**src/rtl/pipe_ctrl_pkg.sv**
```systemverilog
`default_nettype none
// +----------------------------------------------------------------------+
// | Module   : pipe_ctrl_pkg                                             |
// | Desc     : Opcodes, encodings and control bundle for pipe_ctrl       |
// | Revision : 1.0  initial release                                      |
// +----------------------------------------------------------------------+
package pipe_ctrl_pkg;

  localparam logic [5:0] OP_RTYPE = 6'b000000;
  localparam logic [5:0] OP_LW    = 6'b100011;
  localparam logic [5:0] OP_SW    = 6'b101011;
  localparam logic [5:0] OP_BEQ   = 6'b000100;
  localparam logic [5:0] OP_BNE   = 6'b000101;
  localparam logic [5:0] OP_ADDI  = 6'b001000;
  localparam logic [5:0] OP_XORI  = 6'b001110;
  localparam logic [5:0] OP_J     = 6'b000010;

  localparam logic [1:0] ALU_ADD   = 2'b00;
  localparam logic [1:0] ALU_SUB   = 2'b01;
  localparam logic [1:0] ALU_FUNCT = 2'b10;
  localparam logic [1:0] ALU_XOR   = 2'b11;

  localparam logic [1:0] PC_PLUS4  = 2'b00;
  localparam logic [1:0] PC_BRANCH = 2'b01;
  localparam logic [1:0] PC_JUMP   = 2'b10;

  typedef struct packed {
    logic       reg_dst;
    logic       alu_src;
    logic [1:0] alu_op;
    logic       branch;
    logic       bne;
    logic       jump;
    logic       mem_read;
    logic       mem_write;
    logic       reg_write;
    logic       mem_to_reg;
    logic       sign_zero;
  } ctrl_t;

  localparam ctrl_t BUBBLE = '0;

  // Opcodes whose rt field is a source operand rather than a destination.
  function automatic logic reads_rt(input logic [5:0] op);
    return (op == OP_RTYPE) || (op == OP_SW) || (op == OP_BEQ) || (op == OP_BNE);
  endfunction

endpackage
`default_nettype wire

```
**src/rtl/pipe_ctrl_decoder.sv**
```systemverilog
`default_nettype none
// +----------------------------------------------------------------------+
// | Module   : ctrl_decoder                                              |
// | Desc     : Combinational opcode to control-bundle decoder            |
// | Revision : 1.0  initial release                                      |
// +----------------------------------------------------------------------+
module ctrl_decoder
  import pipe_ctrl_pkg::*;
#(
  parameter int OPCODE_W = 6
) (
  input  logic                id_valid_i,
  input  logic [OPCODE_W-1:0] opcode_i,
  output ctrl_t               ctrl_o,
  output logic                illegal_o
);

  always_comb begin
    ctrl_o    = BUBBLE;
    illegal_o = 1'b0;
    if (id_valid_i) begin
      case (opcode_i)
        OP_RTYPE: begin
          ctrl_o.reg_dst   = 1'b1;
          ctrl_o.reg_write = 1'b1;
          ctrl_o.alu_op    = ALU_FUNCT;
        end
        OP_LW: begin
          ctrl_o.alu_src    = 1'b1;
          ctrl_o.mem_to_reg = 1'b1;
          ctrl_o.reg_write  = 1'b1;
          ctrl_o.mem_read   = 1'b1;
          ctrl_o.alu_op     = ALU_ADD;
          ctrl_o.sign_zero  = 1'b1;
        end
        OP_SW: begin
          ctrl_o.alu_src   = 1'b1;
          ctrl_o.mem_write = 1'b1;
          ctrl_o.alu_op    = ALU_ADD;
          ctrl_o.sign_zero = 1'b1;
        end
        OP_BEQ: begin
          ctrl_o.branch    = 1'b1;
          ctrl_o.alu_op    = ALU_SUB;
          ctrl_o.sign_zero = 1'b1;
        end
        OP_BNE: begin
          ctrl_o.branch    = 1'b1;
          ctrl_o.bne       = 1'b1;
          ctrl_o.alu_op    = ALU_SUB;
          ctrl_o.sign_zero = 1'b1;
        end
        OP_ADDI: begin
          ctrl_o.alu_src   = 1'b1;
          ctrl_o.reg_write = 1'b1;
          ctrl_o.alu_op    = ALU_ADD;
          ctrl_o.sign_zero = 1'b1;
        end
        OP_XORI: begin
          ctrl_o.alu_src   = 1'b1;
          ctrl_o.reg_write = 1'b1;
          ctrl_o.alu_op    = ALU_XOR;
        end
        OP_J: begin
          ctrl_o.jump = 1'b1;
        end
        default: begin
          illegal_o = 1'b1;
        end
      endcase
    end
  end

endmodule
`default_nettype wire

```
**src/rtl/pipe_ctrl.sv**
```systemverilog
`default_nettype none
// +----------------------------------------------------------------------+
// | Module   : pipe_ctrl                                                 |
// | Desc     : 5-stage pipeline control: decode, hazards, branch/jump    |
// | Revision : 1.0  initial release                                      |
// +----------------------------------------------------------------------+
module pipe_ctrl
  import pipe_ctrl_pkg::*;
#(
  parameter int OPCODE_W   = 6,
  parameter int REG_ADDR_W = 5,
  parameter int ALUOP_W    = 2
) (
  input  logic                  clk,
  input  logic                  rst_n,
  input  logic                  id_valid,
  input  logic [OPCODE_W-1:0]   id_opcode,
  input  logic [REG_ADDR_W-1:0] id_rs,
  input  logic [REG_ADDR_W-1:0] id_rt,
  input  logic [REG_ADDR_W-1:0] id_rd,
  input  logic                  ex_zero,
  output logic                  stall_if,
  output logic                  flush_ifid,
  output logic [1:0]            pc_sel,
  output logic                  ex_reg_dst,
  output logic                  ex_alu_src,
  output logic [ALUOP_W-1:0]    ex_alu_op,
  output logic                  mem_read,
  output logic                  mem_write,
  output logic                  wb_reg_write,
  output logic                  wb_mem_to_reg,
  output logic [REG_ADDR_W-1:0] wb_dst,
  output logic                  illegal
);

  ctrl_t                 w_dec;
  logic                  w_dec_illegal;
  ctrl_t                 w_id_ctrl;
  logic [REG_ADDR_W-1:0] w_dst;
  logic                  w_taken;
  logic                  w_hazard;
  logic                  w_jump;
  logic                  w_bubble;
  logic                  w_unused;

  ctrl_t                 idex_ctrl_q, idex_ctrl_d;
  logic [REG_ADDR_W-1:0] idex_dst_q, idex_dst_d;
  logic                  exmem_mem_read_q, exmem_mem_write_q;
  logic                  exmem_reg_write_q, exmem_mem_to_reg_q;
  logic [REG_ADDR_W-1:0] exmem_dst_q;
  logic                  memwb_reg_write_q, memwb_mem_to_reg_q;
  logic [REG_ADDR_W-1:0] memwb_dst_q;
  logic                  illegal_q, illegal_d;

  ctrl_decoder #(
    .OPCODE_W (OPCODE_W)
  ) u_decoder (
    .id_valid_i (id_valid),
    .opcode_i   (id_opcode),
    .ctrl_o     (w_dec),
    .illegal_o  (w_dec_illegal)
  );

  assign w_dst = w_dec.reg_dst ? id_rd : id_rt;

  // Writes to $0 are architecturally discarded, so drop them at decode.
  always_comb begin
    w_id_ctrl = w_dec;
    if (w_dst == '0) begin
      w_id_ctrl.reg_write = 1'b0;
    end
  end

  assign w_taken  = idex_ctrl_q.branch & (ex_zero ^ idex_ctrl_q.bne);
  assign w_hazard = id_valid & idex_ctrl_q.mem_read & (idex_dst_q != '0) &
                    ((idex_dst_q == id_rs) | (reads_rt(id_opcode) & (idex_dst_q == id_rt)));
  assign w_jump   = rst_n & w_dec.jump & ~w_taken & ~w_hazard;

  assign stall_if   = w_hazard & ~w_taken;
  assign flush_ifid = w_taken | w_jump;
  assign pc_sel     = w_taken ? PC_BRANCH : (w_jump ? PC_JUMP : PC_PLUS4);

  assign w_bubble = ~id_valid | w_dec_illegal | w_taken | w_hazard | w_dec.jump;

  always_comb begin
    idex_ctrl_d = w_id_ctrl;
    idex_dst_d  = w_dst;
    if (w_bubble) begin
      idex_ctrl_d = BUBBLE;
      idex_dst_d  = '0;
    end
  end

  // A wrong-path opcode squashed by a taken branch never really issued.
  assign illegal_d = illegal_q | (w_dec_illegal & ~w_taken);

  always_ff @(posedge clk or negedge rst_n) begin
    if (!rst_n) begin
      idex_ctrl_q        <= BUBBLE;
      idex_dst_q         <= '0;
      exmem_mem_read_q   <= 1'b0;
      exmem_mem_write_q  <= 1'b0;
      exmem_reg_write_q  <= 1'b0;
      exmem_mem_to_reg_q <= 1'b0;
      exmem_dst_q        <= '0;
      memwb_reg_write_q  <= 1'b0;
      memwb_mem_to_reg_q <= 1'b0;
      memwb_dst_q        <= '0;
      illegal_q          <= 1'b0;
    end else begin
      idex_ctrl_q        <= idex_ctrl_d;
      idex_dst_q         <= idex_dst_d;
      exmem_mem_read_q   <= idex_ctrl_q.mem_read;
      exmem_mem_write_q  <= idex_ctrl_q.mem_write;
      exmem_reg_write_q  <= idex_ctrl_q.reg_write;
      exmem_mem_to_reg_q <= idex_ctrl_q.mem_to_reg;
      exmem_dst_q        <= idex_dst_q;
      memwb_reg_write_q  <= exmem_reg_write_q;
      memwb_mem_to_reg_q <= exmem_mem_to_reg_q;
      memwb_dst_q        <= exmem_dst_q;
      illegal_q          <= illegal_d;
    end
  end

  assign ex_reg_dst    = idex_ctrl_q.reg_dst;
  assign ex_alu_src    = idex_ctrl_q.alu_src;
  assign ex_alu_op     = ALUOP_W'(idex_ctrl_q.alu_op);
  assign mem_read      = exmem_mem_read_q;
  assign mem_write     = exmem_mem_write_q;
  assign wb_reg_write  = memwb_reg_write_q;
  assign wb_mem_to_reg = memwb_mem_to_reg_q;
  assign wb_dst        = memwb_dst_q;
  assign illegal       = illegal_q;

  assign w_unused = idex_ctrl_q.jump ^ idex_ctrl_q.sign_zero;

endmodule
`default_nettype wire

```
**config.mk**
```make
export PLATFORM = sky130hd
export DESIGN_NAME = pipe_ctrl
export DESIGN_NICKNAME = d
export VERILOG_FILES = /design/src/rtl/pipe_ctrl_pkg.sv /design/src/rtl/pipe_ctrl_decoder.sv /design/src/rtl/pipe_ctrl.sv
export SDC_FILE = /design/constraint.sdc
export NUM_CORES = 1
export LEC_CHECK = 0
export ABC_AREA = 1
export BUFFER_PORTS_ARGS = -buffer_cell sky130_fd_sc_hd__buf_4
export CORE_MARGIN = 5
export CORE_UTILIZATION = 30
export CTS_CLUSTER_DIAMETER = 30
export CTS_CLUSTER_SIZE = 25
export DETAILED_ROUTE_END_ITERATION = 10
export PLACE_DENSITY = 0.59
export SYNTH_ARGS = -nofsm -noshare
export SYNTH_HDL_FRONTEND = slang
export SYNTH_SLANG_ARGS = --single-unit
```
**constraint.sdc**
```tcl
create_clock -name clk -period 3.2 [get_ports clk]
set_clock_uncertainty 0.05 [all_clocks]
set_input_delay 0.64 -clock clk [delete_from_list [all_inputs] [get_ports clk]]
set_output_delay 0.64 -clock clk [all_outputs]
set_load 0.03 [all_outputs]
```
# Word level (Yosys, flattened, before mapping)
# Cells that the tools add are included.
[classes]
n_shift = 0
multipliers = 0
eq_ne = 9
muxes = 19
div = 0
n_reduce_logical = 11
bitwise = 21
magnitude_cmp = 0
n_addsub = 0
[op_table]
columns = ["operator", "n"]
rows = [
  ["$mux W12", 2],
  ["$eq A6 B3 Y1 const B", 2],
  ["$eq A6 B4 Y1 const B", 2],
  ["$eq A6 B6 Y1 const B", 2],
  ["$mux W1", 12],
  ["$and A1 B1 Y1", 10],
  ["$eq A5 B5 Y1", 2],
  ["$mux W5", 2],
  ["$reduce_or A4 Y1", 2],
  ["$reduce_or A8 Y1", 1],
  ["$or A1 B1 Y1", 7],
  ["$eq A6 B2 Y1 const B", 1],
  ["$logic_not A6 Y1", 1],
  ["$pmux W2 S3", 1],
  ["$logic_not A5 Y1", 1],
  ["$reduce_bool A5 Y1", 1],
  ["$reduce_or A5 Y1", 1],
  ["$mux W2", 2],
  ["$logic_or A1 B1 Y1", 3],
  ["$not A1 Y1", 3],
  ["$reduce_or A2 Y1", 1],
  ["$xor A1 B1 Y1", 1],
]
[totals]
in_bits = 25
mem_bits_rw = 0
reg_bits = 32
elab_cells = 79
mem_bits_ro = 0
latch_bits = 0
n_memories = 0

# Logic depth before layout (Yosys ltp)
# Gate-level depths: netlist (run 1).
[logic_depth]
depth_word = 11
ltp_mapped = 10
mapped_depth_nobuf = 9

# Modules after synthesis
# A second synthesis (run 1) with hierarchy kept.
[hier_totals]
cells_unflattened = 199
area_unflattened_um2 = 1622.8
[by_module_without_submodules]
columns = ["module", "cells_each", "seq_area_each_um2", "n_inst", "area_each_um2"]
rows = [
  ["pipe_ctrl", 150, 800.8, 1, 1388.8],
  ["ctrl_decoder", 49, 0.0, 1, 234.0],
]

# Least setup slack after synthesis (run 1)
# Ideal clock, no wire load.
[synth_timing]
path_kind = "input port to output port"
start = "in id_opcode[0]"
end = "out stall_if"
required_ps = 2510
path_buffers = 0
setup_slack_ps = 854
path_stages = 8
t_arrival_ps = 1656
cell_sequence = "inv_1 -> nor2_1 -> nand3b_1 -> nand3_1 -> nand3_1 -> nand2_1 -> nand2_1 -> nor2_1"
[synth_between]
elab_chain_cells = 8
word_cells_on_any_way = 11
classes_between = "eq/ne (3); bitwise (4); reduce/logical (4)"
[synth_lines]
columns = ["element", "line", "source"]
rows = [
  ["start: declaration", "pipe_ctrl.sv:17", "input logic [OPCODE_W-1:0] id_opcode,"],
  ["$eq A6 B6 Y1 / $logic_not A6 Y1 (equally long branches)", "pipe_ctrl_pkg.sv:45", "return (op == OP_RTYPE) || (op == OP_SW) || (op == OP_BEQ) || (op == OP_BNE);"],
  ["$logic_or A1 B1 Y1 (2 in a row)", "pipe_ctrl_pkg.sv:45", ""],
  ["$logic_or A1 B1 Y1 (*)", "pipe_ctrl_pkg.sv:45", ""],
  ["$and A1 B1 Y1 (*)", "pipe_ctrl.sv:76", "((idex_dst_q == id_rs) | (reads_rt(id_opcode) & (idex_dst_q == id_rt)));"],
  ["$or A1 B1 Y1 (*)", "pipe_ctrl.sv:76", ""],
  ["$and A1 B1 Y1 (*)", "pipe_ctrl.sv:75", "assign w_hazard = id_valid & idex_ctrl_q.mem_read & (idex_dst_q != '0) &"],
  ["$and A1 B1 Y1 (*)", "pipe_ctrl.sv:79", "assign stall_if = w_hazard & ~w_taken;"],
  ["end: declaration", "pipe_ctrl.sv:22", "output logic stall_if,"],
]
# Mark *: on every way between the ends. The rest lies on a longest branch, timed or not.

# Worst setup path in the final report (run 1)
[layout_timing]
start = "in id_opcode[5]"
end = "out flush_ifid"
[layout_between]
elab_chain_cells = 10
word_cells_on_any_way = 18
classes_between = "eq/ne (4); mux (2); bitwise (8); reduce/logical (4)"
[layout_lines]
columns = ["element", "line", "source"]
rows = [
  ["$eq A6 B6 Y1 / $logic_not A6 Y1 (equally long branches)", "pipe_ctrl_pkg.sv:45", ""],
  ["$logic_or A1 B1 Y1 (3 in a row)", "pipe_ctrl_pkg.sv:45", ""],
  ["$and A1 B1 Y1", "pipe_ctrl.sv:76", ""],
  ["$or A1 B1 Y1", "pipe_ctrl.sv:76", ""],
  ["$and A1 B1 Y1", "pipe_ctrl.sv:75", ""],
  ["$not A1 Y1", "pipe_ctrl.sv:77", "assign w_jump = rst_n & w_dec.jump & ~w_taken & ~w_hazard;"],
  ["$and A1 B1 Y1 (*)", "pipe_ctrl.sv:77", ""],
  ["$or A1 B1 Y1 (*)", "pipe_ctrl.sv:80", "assign flush_ifid = w_taken | w_jump;"],
  ["end: declaration", "pipe_ctrl.sv:23", "output logic flush_ifid,"],
]
# Marks and branches as above.

==> results of run 1 <==
[cells in the mapped netlist]
master	instances	share of area [%]
a21oi_1	1	0.36
nand2_2	1	0.46
a31o_2	1	0.64
nand4_1	4	1.8
nand3_1	11	4.0
nand2_1	35	9.6
xnor2_1	1	0.64
nor4_1	1	0.46
buf_4	3	1.6
nor3_1	2	0.73
buf_6	1	0.82
dfrtp_1	30	55
a21oi_2	1	0.64
or3b_2	1	0.64
nor2_2	1	0.46
o21bai_1	1	0.55
xor2_1	5	3.2
inv_1	25	6.8
nor2_1	37	10
o21ai_0	1	0.36
nand3b_1	1	0.55
nor2_4	1	0.82
[cell families after synthesis]
family,count (synthesis),synth area share (%)
buffers and inverters,29,9.30
AND/OR/NAND/NOR,95,29.6
flip-flops,30,54.7
AO/OA/AOI/OAI,5,2.55
XOR/XNOR,6,3.83
[worst max-delay path by stage]
stage	start	to	slack [ns]	cells after the start
global placement	id_opcode[4]	flush_ifid	0.76	10
finish	id_opcode[5]	flush_ifid	0.73	10
CTS	id_opcode[2]	flush_ifid	0.73	10
floorplan	id_opcode[0]	stall_if	0.85	8
detailed placement	id_opcode[2]	flush_ifid	0.73	10
global route	id_opcode[2]	flush_ifid	0.53	10
[final cells by class]
type	count	area [um^2]	share of cell area [%]
timing repair buffer	43	323	17.7
sequential	30	751	41.2
clock buffer	6	82.6	4.53
clock inverter	2	12.5	0.687
tap	52	65.1	3.57
inverter	25	93.8	5.15
multi-input combinational	106	494	27.1
[power by group through the flow]
| stage | combinational (uW) | clock [uW] | sequential [uW] |
|---|---|---|---|
| floorplan | 32.8 | 0 | 397 |
| global placement | 81.1 | 0 | 394 |
| detailed placement | 81.5 | 0 | 394 |
| CTS | 81.8 | 317 | 387 |
| global route | 91.1 | 339 | 387 |
| finish | 80.7 | 305 | 387 |
[worst max-delay path, stage by stage]
cell and delay [ns]:
buf_4 0.13, nor2_4 0.15, nand4_1 0.16, nand3_1 0.14
nand3_1 0.08, nand2_1 0.09, nand2_1 0.10, nand2_1 0.08
nand2_1 0.05, buf_4 0.16
[routing by layer]
layer / global-route usage (%) / vias up / routed length, um
met5: 0 / - / 0
met4: 4.64 / 0 / 35
met3: 3.24 / 2 / 187
met2: 16.3 / 37 / 1350
met1: 13.2 / 508 / 1350
li1: - / 593 / -
[through the flow]
step                cell area [um^2]  total power (uW)  hold slack (ns)
detailed placement              1730               475            0.285
global route                    1820               817            0.303
floorplan                       1370               429            0.281
global placement                1730               475            0.283
finish                          1820               772            0.287
CTS                             1820               785            0.290
==> results.json, run 1 <==
{
  "status": "complete, no violations",
  "syn_to_final_growth_pct": 32.7,
  "clock_path_buffers": 2,
  "switching_share_pct": 23.4,
  "yosysSeqAreaShare_pct": 54.7,
  "period_minus_slack_ns": 2.47,
  "synthCells": 165,
  "clkTransAtPathRegs_ns": 0.07,
  "final_common_cell": "buf_4",
  "yosysWarningCount": 0,
  "clk_latency_ns": 0.27,
  "whs_path_depth": 0,
  "grt_pass1_wl_um": 4990,
  "row_count": 24,
  "hold_viol": 0,
  "detailed_place_hpwl_um": 2330,
  "cts_root_buffer": "clkbuf_8",
  "reg2reg_from": "idex_dst_q[3]",
  "worst-endpoint-required_ns": 2.51,
  "fin_util_pct": 41.6,
  "p_int_uw": 592,
  "sequentialPowerShare_pct": 50.1,
  "tightestPinTransition_ns": 0.369,
  "post_synth_num_cell_types": 22,
  "grt_setup_unrepaired": "no",
  "maxSlewViolCount": 0,
  "overflow": 0,
  "drc": 0,
  "tns_ns": 0,
  "via_count": 1140,
  "min_from": "idex_ctrl_q[2]",
  "drive_above_1_share_pct": 26.9,
  "synth_seq_cells": 30,
  "post-cts-setup-buffers": 0,
  "cp_max_fo": 6,
  "hold_end": "exmem_reg_write_q",
  "die_area_mm2": 0.00603,
  "cts_hold_buf": 0,
  "p_switching_uw": 180,
  "min_path_type": "flip-flop to flip-flop",
  "slew_headroom_pct": 75.4,
  "globalplace.congestion": 0.830,
  "io_buffers": 42,
  "fmax_ghz": 0.405,
  "r2r-end": "idex_ctrl_q[3]",
  "htreeDepth": 2,
  "drt-vias-per-instance": 4.32,
  "initial_utilization_pct": 31.3,
  "place_inst": 256,
  "post_cts_resized": 0,
  "wl_per_cell_um": 11.0,
  "drt-pass1-iter-count": 5,
  "postRouteAntennaNets": 0,
  "numCtsBuffers": 5,
  "nets": 236,
  "power_density_mw_per_mm2": 424,
  "num_antenna_cells": 0,
  "clock-sinks": 30,
  "syn_nets": 190,
  "first_global_vias": 1113,
  "worstRegToRegCells": 9,
  "syn_area_per_cell_um2": 8.32,
  "post-place-ws_ns": 0.731,
  "drt_iter0_drc": 82,
  "antenna_found_initial": 0,
  "vdd_drop_max_uv": 183,
  "period_share_pct": 77.2,
  "grt_max_degree": 31,
  "core_area_mm2": 0.00438,
  "cp.arrival_ns": 1.78,
  "cts_tree": "yes",
  "cp-end-kind": "primary output",
  "setup_slack_ns": 0.729,
  "track_usage_pct": 10.4,
  "die_h_um": 77.6,
  "power_frac_comb_pct": 10.4,
  "maxCapViolCount": 0,
  "rrSetupSlack_ns": 1.56,
  "syn_area_mm2": 0.00137,
  "design.portCount": 43,
  "start_kind": "primary input",
  "layout_common_cells": "buf_4, nor2_1, nand2_1",
  "power_leakage_uw": 0.00104,
  "fin_cells": 264,
  "dieWidth_um": 77.6,
  "wl_um": 2920,
  "pwr-share-clk_pct": 39.5,
  "n_fill_cell": 456,
  "path_class": "primary input to primary output",
  "setup_viol": 0
}
Power figures use the tool's default switching activity.
==> inputs of run 2 (changes only) <==
--- a/config.mk
+++ b/config.mk
@@ -5,14 +5,14 @@
 export SDC_FILE = /design/constraint.sdc
 export NUM_CORES = 1
 export LEC_CHECK = 0
-export ABC_AREA = 1
+export ABC_AREA = 0
 export BUFFER_PORTS_ARGS = -buffer_cell sky130_fd_sc_hd__buf_4
 export CORE_MARGIN = 5
 export CORE_UTILIZATION = 30
 export CTS_CLUSTER_DIAMETER = 30
 export CTS_CLUSTER_SIZE = 25
 export DETAILED_ROUTE_END_ITERATION = 10
-export PLACE_DENSITY = 0.59
+export PLACE_DENSITY = 0.58
 export SYNTH_ARGS = -nofsm -noshare
 export SYNTH_HDL_FRONTEND = slang
 export SYNTH_SLANG_ARGS = --single-unit
==> constraint.sdc (replaced) <==
create_clock -name clk -period 2.3 [get_ports clk]
set_clock_uncertainty 0.05 [all_clocks]
set_input_delay 0.46 -clock clk [delete_from_list [all_inputs] [get_ports clk]]
set_output_delay 0.46 -clock clk [all_outputs]
set_load 0.03 [all_outputs]
==> run 2 against run 1 <==
  * The flow now finishes with violations (setup timing)
  * Sequential share of layout area decreased by 5.2 points
  * Worst hold slack got worse by 0.13 ns
  * Via count is 2.6% higher
  * Clock-buffer cell count stayed put
  * Global-route usage up 2.2 points
  * Synthesized area increased by 2.5%
  * Utilization rose by 3.6 points
  * Final area rose by 15%
  * Sequential cell count unchanged
  * Non-clock buffer count grew 18
  * Highest routed layer unchanged
==> results.json, run 2 <==
{
  "crit_slowest_cell": "or4_4",
  "detailed_place_hpwl_um": 2620,
  "slew_headroom_pct": 43.1,
  "row_count": 25,
  "drt-vias-per-instance": 4.90,
  "die_h_um": 78.5,
  "syn_nets": 149,
  "synthCells": 124,
  "maxCapViolCount": 0,
  "cp_max_fo": 3,
  "antenna_found_initial": 0,
  "ys.flop_type": "dfrtp_1",
  "start_kind": "flip-flop",
  "cts_tree": "yes",
  "path_class": "flip-flop to primary output",
  "tightestPinTransition_ns": 0.850,
  "final_common_cell": "buf_4",
  "synth_top_cell_by_area": "dfrtp_1",
  "postRouteAntennaNets": 0,
  "syn_to_final_growth_pct": 48.8,
  "first_global_vias": 1189,
  "htreeDepth": 2,
  "wl_per_cell_um": 15.7,
  "dieWidth_um": 78.5,
  "drc": 0,
  "cts_root_buffer": "clkbuf_8",
  "path_buf_inv": 1,
  "power_density_mw_per_mm2": 547,
  "track_usage_pct": 12.6,
  "clk_latency_ns": 0.29,
  "globalplace.congestion": 0.776,
  "synthArstFlopShare_pct": 100,
  "cp-end-kind": "primary output",
  "yosysWarningCount": 0,
  "cp.arrival_ns": 2.05,
  "io_buffers": 42,
  "nets": 209,
  "grt_max_degree": 31,
  "via_count": 1170,
  "die_area_mm2": 0.00616,
  "num_antenna_cells": 0,
  "stdcell_area_mm2": 0.00209,
  "crit_path_max_incr_delay_ns": 0.52,
  "synth_top_cell_area_share_pct": 53.4,
  "violations": "setup timing",
  "grt_setup_unrepaired": "yes",
  "design.portCount": 43,
  "post_synth_num_cell_types": 39,
  "syn_area_mm2": 0.00141,
  "worst-endpoint-required_ns": 1.79,
  "synth_most_common_cell": "dfrtp_1",
  "cp_cell_sequence": "or4_4 > o211ai_2 > o41a_2 > and4_4 > or2_4 > buf_6",
  "vdd_drop_max_uv": 205,
  "drt_iter0_drc": 47,
  "layout_common_cells": "buf_4, dfrtp_1, nor2_1",
  "drive_above_1_share_pct": 49.7,
  "status": "finished, violations left",
  "overflow": 0,
  "clock_path_buffers": 2,
  "min_path_type": "primary input to async pin",
  "period_share_pct": 111,
  "clkTransAtPathRegs_ns": 0.07,
  "fmax_ghz": 0.390,
  "numCtsBuffers": 5,
  "hold_viol": 0,
  "wl_um": 3750,
  "drt-pass1-iter-count": 4,
  "grt_pass1_wl_um": 5880,
  "period_minus_slack_ns": 2.56,
  "core_area_mm2": 0.00463,
  "yosysSeqAreaShare_pct": 53.4,
  "initial_utilization_pct": 30.4,
  "dpl-instance-area_mm2": 0.00182,
  "synth_seq_cells": 30,
  "setup_viol": 3,
  "syn_area_per_cell_um2": 11.3,
  "synth-edff-count": 0,
  "fin_util_pct": 45.2,
  "ys_top_cells_by_area": "dfrtp_1, xor2_1, mux2i_1",
  "path_delay_family": "simple AND/OR/NAND/NOR gates",
  "clock-sinks": 30,
  "synthTopCellsByCount": "dfrtp_1, nor2_1, nor4_1, xor2_1, nand2_1",
  "power_leakage_uw": 0.00102,
  "maxSlewViolCount": 0,
  "setup_slack_ns": -0.262,
  "n_fill_cell": 437
}
run 2: cell types whose count changed in the layout (fill, tap and decap cells not counted), moves of 3 or more:
cell | previous run | this run
mux2i_1 | 0 | 5
nand2_1 | 35 | 7
nand4_1 | 4 | 0
nor4_2 | 0 | 4
buf_4 | 43 | 58
nand3_1 | 11 | 3
nor2_1 | 37 | 11
xor2_1 | 5 | 8
buf_6 | 0 | 3
inv_1 | 25 | 3
xnor2_1 | 1 | 4
nor4_4 | 0 | 5
run 2: timing repair:
item | in CTS | in global routing
resized for setup | 6 | 13
hold buffers | 0 | 0
gates cloned | 0 | 1
pin swaps | 5 | 8
endpoints found under the setup margin | 3 | 14
setup buffers | 3 | 6
run 2: worst paths after layout:
check / start / to / slack [ns] / cells past startpoint
worst min register to register: exmem_reg_write_q / wb_reg_write / 0.30 / 0
worst min-delay path: rst_n / exmem_dst_q[0] / 0.16 / 2
worst max-delay path: idex_dst_q[1] / flush_ifid / -0.26 / 6
max in group asynchronous: rst_n / idex_dst_q[0] / 1.75 / 2
min in group clk: exmem_reg_write_q / wb_reg_write / 0.30 / 0
worst max register to register: idex_dst_q[1] / idex_dst_q[0] / 0.03 / 8
run 2: cell type report:
class	instances	area (um^2)	share of cell area, %
flip-flops and latches	30	753	36.0
multi-input cells	83	696	33.3
repair buffers	61	469	22.4
clock buffers	6	82.6	3.95
well taps	54	67.6	3.23
clock inverters	2	12.5	0.598
inverters	3	11.3	0.538
run 2: kinds of logic (layout without fill, tap and decap cells):
group                     count (synthesis)  count (layout)  share of synthesized area, %
and+or+nand+nor                          50              51                          21.8
DFF                                      30              30                          53.4
AOI/OAI and AO/OA                        15              15                          8.36
xor gates and xnor gates                 12              12                          7.47
buffers and inverters                    12              72                          5.43
muxes                                     5               5                          3.56
run 2: power by group:
| part | internal, uW | total [uW] | switching (uW) |
|---|---|---|---|
| sequential | 534 | 537 | 3.22 |
| clock | 240 | 439 | 199 |
| combinational | 72.8 | 167 | 94.4 |
run 2: layer usage:
layer | wire length [um] | vias up | track usage (%)
met5 | 0 | - | 0
met4 | 76 | 0 | 5.94
met3 | 247 | 6 | 4.93
met2 | 1880 | 41 | 20.2
met1 | 1550 | 562 | 14.8
li1 | - | 561 | -
run 2: per-stage QoR:
step	power [uW]	hold WS (ns)	cells	setup slack (ns)	setup TNS, ns
2_1_floorplan	616	0.114	124	0.0237	0
3_3_place_gp	687	0.282	222	-0.0562	-0.0780
3_5_place_dp	690	0.286	222	-0.0803	-0.103
4_1_cts	1140	0.168	233	-0.254	-0.597
5_1_grt	1200	0.187	239	-0.328	-0.920
6_report	1140	0.155	239	-0.262	-0.624
